--- config.mk ---
export PLATFORM = sky130hd
export DESIGN_NAME = neuron_layer_sequencer
export DESIGN_NICKNAME = d
export VERILOG_FILES = /design/src/rtl/neuron_layer_sequencer.sv
export SDC_FILE = /design/constraint.sdc
export NUM_CORES = 1
export LEC_CHECK = 0
export CAP_MARGIN = 20
export CORE_UTILIZATION = 35
export DETAILED_ROUTE_END_ITERATION = 8
export PLACE_DENSITY = 0.55
export SLEW_MARGIN = 5
export SYNTH_ARGS = -nofsm -noshare
export SYNTH_HDL_FRONTEND = slang
export SYNTH_SLANG_ARGS = --single-unit
--- constraint.sdc ---
create_clock -name clk -period 14.2 [get_ports clk]
set_input_delay 3.55 -clock clk [delete_from_list [all_inputs] [get_ports clk]]
set_output_delay 3.55 -clock clk [all_outputs]
set_load 0.01 [all_outputs]
--- src/rtl/neuron_layer_sequencer.sv ---
// neuron_layer_sequencer: time-multiplexed MAC + sigmoid LUT controller for one fully connected layer
module neuron_layer_sequencer #(
  parameter int N_INPUTS = 49,
  parameter int N_NEURONS = 10,
  parameter int LUT_LATENCY = 2,
  localparam int IW = N_INPUTS > 1 ? $clog2(N_INPUTS) : 1,
  localparam int WW = N_NEURONS * (N_INPUTS + 1) > 1 ? $clog2(N_NEURONS * (N_INPUTS + 1)) : 1,
  localparam int OW = N_NEURONS > 1 ? $clog2(N_NEURONS) : 1,
  localparam int CW = $clog2(LUT_LATENCY + 1)
) (
  input  logic                 clk,
  input  logic                 rst,
  input  logic                 start,
  output logic                 busy,
  output logic                 done,
  output logic [IW-1:0]        in_addr,
  input  logic signed [31:0]   in_data,
  output logic [WW-1:0]        w_addr,
  input  logic signed [31:0]   w_data,
  output logic [11:0]          lut_addr,
  input  logic [7:0]           lut_q,
  output logic                 out_we,
  output logic [OW-1:0]        out_addr,
  output logic [7:0]           out_data
);
  typedef enum logic [2:0] {IDLE, MAC, BIAS, SAT, LUT_WAIT, WRITE, DONE} state_t;
  state_t state;
  logic signed [31:0] acc, prod, t;
  logic [CW-1:0] wait_cnt;
  assign prod = in_data * w_data;
  assign t = acc + w_data;
  // the sigmoid ROM answers exactly in the WRITE cycle, so the activation is passed straight through
  assign out_data = out_we ? lut_q : 8'd0;
  always_ff @(posedge clk) begin
    if (rst) begin
      state    <= IDLE;
      busy     <= 1'b0;
      done     <= 1'b0;
      out_we   <= 1'b0;
      out_addr <= '0;
      in_addr  <= '0;
      w_addr   <= '0;
      lut_addr <= '0;
      acc      <= '0;
      wait_cnt <= '0;
    end else begin
      case (state)
        IDLE: if (start) begin
          state    <= MAC;
          busy     <= 1'b1;
          in_addr  <= '0;
          w_addr   <= '0;
          out_addr <= '0;
        end
        MAC: begin
          // data arrives one cycle after its address, so the first MAC cycle only clears
          acc    <= in_addr == '0 ? '0 : acc + prod;
          w_addr <= w_addr + WW'(1);
          if (in_addr == IW'(N_INPUTS - 1)) state <= BIAS;
          else in_addr <= in_addr + IW'(1);
        end
        BIAS: begin
          acc   <= acc + prod;
          state <= SAT;
        end
        SAT: begin
          lut_addr <= t > 32767 ? 12'hfff : t < -32768 ? 12'h000 : {~t[15], t[14:4]};
          wait_cnt <= '0;
          state    <= LUT_WAIT;
        end
        LUT_WAIT: if (wait_cnt == CW'(LUT_LATENCY - 1)) begin
          state  <= WRITE;
          out_we <= 1'b1;
        end else wait_cnt <= wait_cnt + CW'(1);
        WRITE: begin
          out_we <= 1'b0;
          if (out_addr == OW'(N_NEURONS - 1)) begin
            state <= DONE;
            done  <= 1'b1;
          end else begin
            state    <= MAC;
            out_addr <= out_addr + OW'(1);
            in_addr  <= '0;
            w_addr   <= w_addr + WW'(1);
          end
        end
        DONE: begin
          done  <= 1'b0;
          busy  <= 1'b0;
          state <= IDLE;
        end
        default: state <= IDLE;
      endcase
    end
  end
endmodule

# After elaboration in Yosys (flattened, before gate mapping)
# Cells that the tools add are included.
# op_classes
n_addsub	7
mul	1
order_cmp	2
n_eq_ne	16
muxes	28
bitwise_logic	1
n_reduce_logical	17
# op_table
op	n
32-bit adder	3
32-bit one-hot mux with 2 select lines	1
32-bit by 16-bit > comparator with 1-bit output, second input constant	1
32-bit by 16-bit < comparator with 1-bit output, second input constant	1
32-bit by 32-bit multiplier with 32-bit output	1
32-bit two-way mux	1
9-bit one-hot mux with 3 select lines	1
12-bit two-way mux	2
6-bit two-way mux	3
9-bit two-way mux	2
3-bit one-hot mux with 6 select lines	1
6-bit one-hot mux with 3 select lines	1
2-bit != test, second input constant	7
3-bit two-way mux	4
2-bit nonzero test	6
9-bit by 1-bit adder with 9-bit output, second input constant	1
3-bit equality test, second input constant	3
3-bit AND reduction	3
4-bit two-way mux	2
8-bit two-way mux	1
4-bit one-hot mux with 2 select lines	1
2-bit AND reduction	4
6-bit by 1-bit adder with 6-bit output, second input constant	1
3-bit by 2-bit equality test with 1-bit output, second input constant	2
other kinds (15)	19
# word_totals
regBits	71
inputBits	75
out_inout_bits	42
wordCells	82

# Logic depth before layout (Yosys ltp)
# Gate-level depths: netlist of run 1.
# depth
depth_word	4
depth_mapped	38
ltp_nobuf	36

# Least setup slack after synthesis of run 1
# Ideal clock, no wire load.
# synth_path
path_kind	input to register
from	in in_data[12]
to	reg acc[31]
setup_ns	0.117
arrival_time_ns	11.502
t_required_ns	14.083
path_slack_ns	2.582
stages	34
path_buffers	2
cell_sequence	clkbuf_1 > clkbuf_1 > and2_1 > fa_1 > fa_1 > fa_1 > inv_1 > fa_1 > inv_1 > fa_1 > inv_1 > fa_1 > inv_1 > fa_1 > fa_1 > ha_1 > o21a_1 > o21a_1 > o21a_1 > o32ai_1 > a31oi_1 > a21oi_1 > nor2b_1 > o21a_1 > o21ai_0 > nand2b_1 > xor2_1 > ha_1 > or2_2 > a2111oi_0 > nor4_1 > a2111oi_0 > xnor2_1 > a22o_1
# synth_via
elab_chain_cells	4
word_cells_on_any_way	5
cone_classes	add/sub: 2; mul: 1; mux: 2
# synth_lines
item	line	source
from (decl)	17	input logic signed [31:0] in_data,
32-bit by 32-bit multiplier with 32-bit output (*)	30	assign prod = in_data * w_data;
32-bit adder	57	acc <= in_addr == '0 ? '0 : acc + prod;
32-bit two-way mux	57	
32-bit one-hot mux with 2 select lines (*)	47	case (state)
to (signal assigned)	57	
to (signal assigned)	63	acc <= acc + prod;
to (decl)	28	logic signed [31:0] acc, prod, t;
# Every way passes the cells marked *; elsewhere a longest branch is shown, timed or not.
# A chain may end at the register's enable or synchronous reset.

# Worst setup path after layout of run 1
# layout_path
from	in w_data[2]
to	reg acc[31]
# layout_via
elab_chain_cells	4
word_cells_on_any_way	5
cone_classes	add/sub: 2; mul: 1; mux: 2
# layout_lines
item	line	source
from (decl)	19	input logic signed [31:0] w_data,
32-bit by 32-bit multiplier with 32-bit output (*)	30	
32-bit adder	57	
32-bit two-way mux	57	
32-bit one-hot mux with 2 select lines (*)	47	
# Marked as above.

==> flow_summary.ini, run 1 <==
[run_status]
status = completed

[placement]
place_congestion = 0.872
dpl_cell_area_mm2 = 0.0245
hpwlAfterDp_mm = 55.2
portBuffers = 116

[clocking]
cts_buffers = 9
ctsHoldBuffers = 0
cts_resized = 0
cts_tree = yes
cts_root_buf = clkbuf_16
post_cts_buffers = 0
clk_pin_slew_worst_paths_ps = 60
cts.sinks = 71
clk_path_buf_depth = 2
clock_latency_ps = 340
cts_max_level = 3

[sta]
rsz0062_at_grt = false
slew_headroom_pct = 29.1
finalSetupViolations = 0
max_freq_mhz = 78.8
slew_violations = 0
fin_crit_ps = 12680
final.setup.tns_ps = 0
fin_crit_sh_pct = 89.3
finalHoldViolCount = 0
worst_slew_pin_slew_ps = 1060
fin_skew_ps = 8.19
holdWs_ps = 479

[detailed_routing]
detailedRoute.firstIterationViolations = 1009
ant_nets = 0
via_per_inst = 5.06
drt_wl_total_mm = 66.9
firstDrtPassIters = 5
via_count = 17800
wl_per_cell_um = 19.0
drc = 0

[floorplanning]
coreArea_mm2 = 0.0632
num_io_pins = 117
die_w_um = 255
die_h_um = 255
initial_utilization_pct = 35.5
dieArea_mm2 = 0.0651
rows = 92

[final_layout]
drive_gt1_share_pct = 3.38
register_area_mm2 = 0.00142
nets = 3365
stdcell_area_mm2 = 0.0249
multi_input_area_mm2 = 0.0189
final.fill_count = 6388
syn_to_final_growth_pct = 10.7

[synthesis]
ys.flop_type = dfxtp_1
yosysTopAreaCellShare_pct = 36.6
async_flop_share_pct = 0
synth_nets = 3304
synth_top_area_cell = fa_1
netlist_area_mm2 = 0.0224
synth_edf_count = 0
ys_ff_latch = 71
yosys-top-cells-area = fa_1 37%, ha_1 12%, and2_1 9.3%, inv_1 7.6%, dfxtp_1 6.3%
netlist-cell-type-count = 70
syn_inst = 2599
ys_seq_area_share_pct = 6.33
netlist_top_cells_count = 455 x inv_1, 410 x fa_1, 334 x and2_1, 277 x nand2_1, 220 x ha_1
synth.most_common_cell = inv_1
ys_warn_count = 0
syn_avg_cell_area_um2 = 8.64

[critical_path]
arrival_ps = 12920
worstPathMaxFanout = 21
slowest_delay_ps = 930
crit_path_end_kind = register
worst-setup-path-type = in2reg
r2r_cells = 13
crit_required_ps = 14440
worst_path_most_repeated_cell = fa_1
slowest_stage = clkdlybuf4s50_1
reg2reg_slack_ps = 10000
critPathLaunchType = input port

[global_routing]
grt.overflow.total = 0
grt_pass1_vias = 19000
grt.total_usage_pct = 21.4
grt_max_degree = 59
antenna_found_initial = 4
grt_pass1_wl_mm = 107

[hold_path]
min_path_cells = 2
hp-class = reg2reg

[run]
drv_cap = 0
[registers in the layout, summed over array words and instances, names as in the netlist]
signal,count
state,3
in_addr,6
busy,1
out_addr,4
wait_cnt,2
acc,32
w_addr,9
out_we,1
done,1
lut_addr,12
[final cells by class]
class	count	area share, %
clock buffer	9	0.906
multi-input combinational	1962	75.9
inverter	455	6.87
timing repair buffer	161	5.99
sequential	71	5.72
antenna	2	0.0201
clock inverter	7	0.292
tap	846	4.26
[stage by stage]
step / utilization, % / setup WS (ps) / cells
after floorplan: - / 2580 / 2599
after global placement: 38.8 / 1300 / 3493
after detailed placement: 38.8 / 1160 / 3494
after CTS: 39.3 / 1510 / 3510
after global routing: 39.3 / 1000 / 3511
final: 39.3 / 1520 / 3513
[worst paths after layout]
kind / startpoint / to
min: done / done
max: w_data[2] / acc[31]
max reg2reg: acc[0] / lut_addr[6]
min reg2reg: done / done
[worst max-delay path, delay by kind of cell]
family,cells,cell delay [ps]
XOR/XNOR,2,290
adder cells (fa/ha/maj),10,4470
buffers and inverters,5,1160
AND/OR/NAND/NOR,5,990
AO/OA/AOI/OAI,11,2420
[metal layers]
layer	wire (um)	track usage, %
met5	30	0
met4	1080	3.68
met3	3610	2.60
met2	30500	35.2
met1	31700	30.4
[cell families after synthesis]
kind of cell,count (synthesis),share of synthesized area (%)
AOI/OAI and AO/OA,317,9.97
xor gates and xnor gates,140,5.46
adders and majority gates,630,48.8
buffers and inverters,566,9.62
DFF,71,6.33
muxes,2,0.0892
and+or+nand+nor,873,19.7
[placed cells by master, fill, tap and decap left out, drive strengths merged, types with 15 or more instances in the layout]
| cell type | n |
|---|---|
| o21ai | 45 |
| o21a | 17 |
| a21oi | 73 |
| a21o | 28 |
| nor2 | 127 |
| nor3 | 17 |
| nand4 | 15 |
| buf | 48 |
| nand2b | 21 |
| fa | 410 |
| and2 | 334 |
| nand3 | 34 |
| a211oi | 34 |
| xnor2 | 102 |
| nand2 | 277 |
| a22oi | 25 |
| ha | 220 |
| xor2 | 38 |
| clkdlybuf4s50 | 113 |
| dfxtp | 71 |
| inv | 456 |
Power of run 1 is not shown: default switching activity piles up to over one toggle a cycle in this logic, so the estimate is an artifact.
==> run 2: changes to the inputs <==
--- a/config.mk
+++ b/config.mk
@@ -10,4 +10,5 @@
 export DETAILED_ROUTE_END_ITERATION = 8
 export PLACE_DENSITY = 0.55
+export SETUP_SLACK_MARGIN = 0.1
 export SLEW_MARGIN = 5
 export SYNTH_ARGS = -nofsm -noshare
==> constraint.sdc (replaced) <==
create_clock -name clk -period 14.2 [get_ports clk]
set_input_delay 3.55 -clock clk [delete_from_list [all_inputs] [get_ports clk]]
set_output_delay 3.55 -clock clk [all_outputs]
set_load 0.1 [all_outputs]
==> results of run 2 <==
The final DEF is identical to that of run 1; final timing and power are the same.
Power of run 2 is left out for the same reason.
==> run 3: changes to the inputs <==
DONT_BUFFER_PORTS = 1   (was unset)
PLACE_DENSITY = 0.53   (was 0.55)
==> run 3 against run 2 <==
Effect of this change:
- first-iteration DRC count shrank 11%
- global-route usage shrank 0.18 points
- cell area shrank 5.6%
- setup slack gained 1100 ps
- non-clock buffer count shrank 155
- sequential share of layout area grew 0.34 points
- worst hold slack gained 28 ps
- maximum frequency grew 9.8%
- critical endpoint unchanged
==> flow_summary.ini, run 3 (same netlist as run 1, synthesis figures left out) <==
[run_status]
status = completed

[final_layout]
syn_to_final_growth_pct = 4.55
mostFrequentLayoutCells = 455 x inv_1, 410 x fa_1, 334 x and2_1, 277 x nand2_1, 220 x ha_1
top_regs = acc x32, lut_addr x12, w_addr x9
top_register = acc
fin_util_pct = 37.1
largest_reg_flops = 32
drive_gt1_share_pct = 1.91
stdcell_area_mm2 = 0.0235
nets = 3210
final.fill_count = 6504
mostFrequentLayoutCell = inv_1

[sta]
worst_slew_pin_slew_ps = 1110
fin_crit_ps = 11550
final.setup.tns_ps = 0
rsz0062_at_grt = false
slew_headroom_pct = 26.2
max_freq_mhz = 86.6
fin_skew_ps = 10.7
finalHoldViolCount = 0
fin_crit_sh_pct = 81.3
slew_violations = 0
finalSetupViolations = 0

[hold_path]
hp-class = reg2reg

[critical_path]
slowest_stage = fa_1
slowest_delay_ps = 580
worst-setup-path-type = in2reg
worst_path_most_repeated_cell = fa_1
crit_required_ps = 14440
critPathLaunchType = input port
worstPathMaxFanout = 28
crit_path_end_kind = register
arrival_ps = 11780

[clocking]
clk_path_buf_depth = 2
cts_max_level = 3
clk_pin_slew_worst_paths_ps = 60
cts.sinks = 71
cts_tree = yes
cts_buffers = 9
clock_latency_ps = 350
cts_resized = 0
ctsHoldBuffers = 0
cts_root_buf = clkbuf_16
post_cts_buffers = 0

[global_routing]
grt.total_usage_pct = 21.2
grt.busiest_layer = met2
grtUsageMet2_pct = 36.2
grt_use_met1_pct = 27.5
grt_pass1_vias = 18600
grtUsageMet3_pct = 4.74
grt_pass1_wl_mm = 106
grt_max_degree = 59
antenna_found_initial = 7
grt.overflow.total = 0

[run]
drv_cap = 0

[detailed_routing]
drt_wl_total_mm = 66.2
ant_nets = 0
detailedRoute.firstIterationViolations = 903
via_count = 17100
firstDrtPassIters = 5
drc = 0
wl_per_cell_um = 19.7
via_per_inst = 5.11

[placement]
portBuffers = 0
place_congestion = 0.875
hpwlAfterDp_mm = 52.4
dpl_cell_area_mm2 = 0.0231

[floorplanning]
rows = 92
die_w_um = 255
die_h_um = 255
initial_utilization_pct = 35.5
dieArea_mm2 = 0.0651
num_io_pins = 117
coreArea_mm2 = 0.0632
## run 3: cell count changes in the layout (fill, tap and decap cells not counted), sizes merged
cell	previous run	this run
clkdlybuf4s50	113	0
buf	48	6
inv	456	459
clkinv	3	1
clkinvlp	2	0
bufinv	1	2
diode	2	1
## run 3: layout make-up
cell class	count	area [um^2]	area share (%)
clock inverter	7	109	0.464
tap	846	1060	4.51
multi-input combinational	1962	18900	80.4
sequential	71	1420	6.06
clock buffer	9	225	0.960
inverter	455	1710	7.28
timing repair buffer	6	68.8	0.293
antenna	1	2.50	0.0107
## run 3: final timing paths
kind	cells past startpoint	slack, ps	start	to
max	32	2650	w_data[5]	acc[31]
min reg2reg	1	510	wait_cnt[0]	wait_cnt[0]
max reg2reg	13	9780	acc[0]	lut_addr[7]
min	1	510	wait_cnt[0]	wait_cnt[0]
## run 3: layer usage
metal | part of all wire, % | routed length, um | up-vias
met5 | 0.082 | 54 | -
met4 | 1.6 | 1070 | 8
met3 | 7.5 | 4950 | 76
met2 | 47 | 31100 | 430
met1 | 44 | 29000 | 8691
li1 | - | - | 7934
## run 3: critical path, delay by kind of cell
family / cells / cell delay, ps
AND/OR/NAND/NOR: 5 / 750
buffers and inverters: 4 / 220
XOR/XNOR: 2 / 290
AO/OA/AOI/OAI: 11 / 2360
adder cells (fa/ha/maj): 10 / 4530
## run 3: through the flow
stage,hold slack [ps],cells,setup slack [ps]
floorplan,459,2599,2580
global placement,471,3338,2430
detailed placement,505,3338,2300
CTS,512,3354,2640
global route,550,3356,2070
finish,507,3357,2650
Power of run 3 is left out for the same reason.
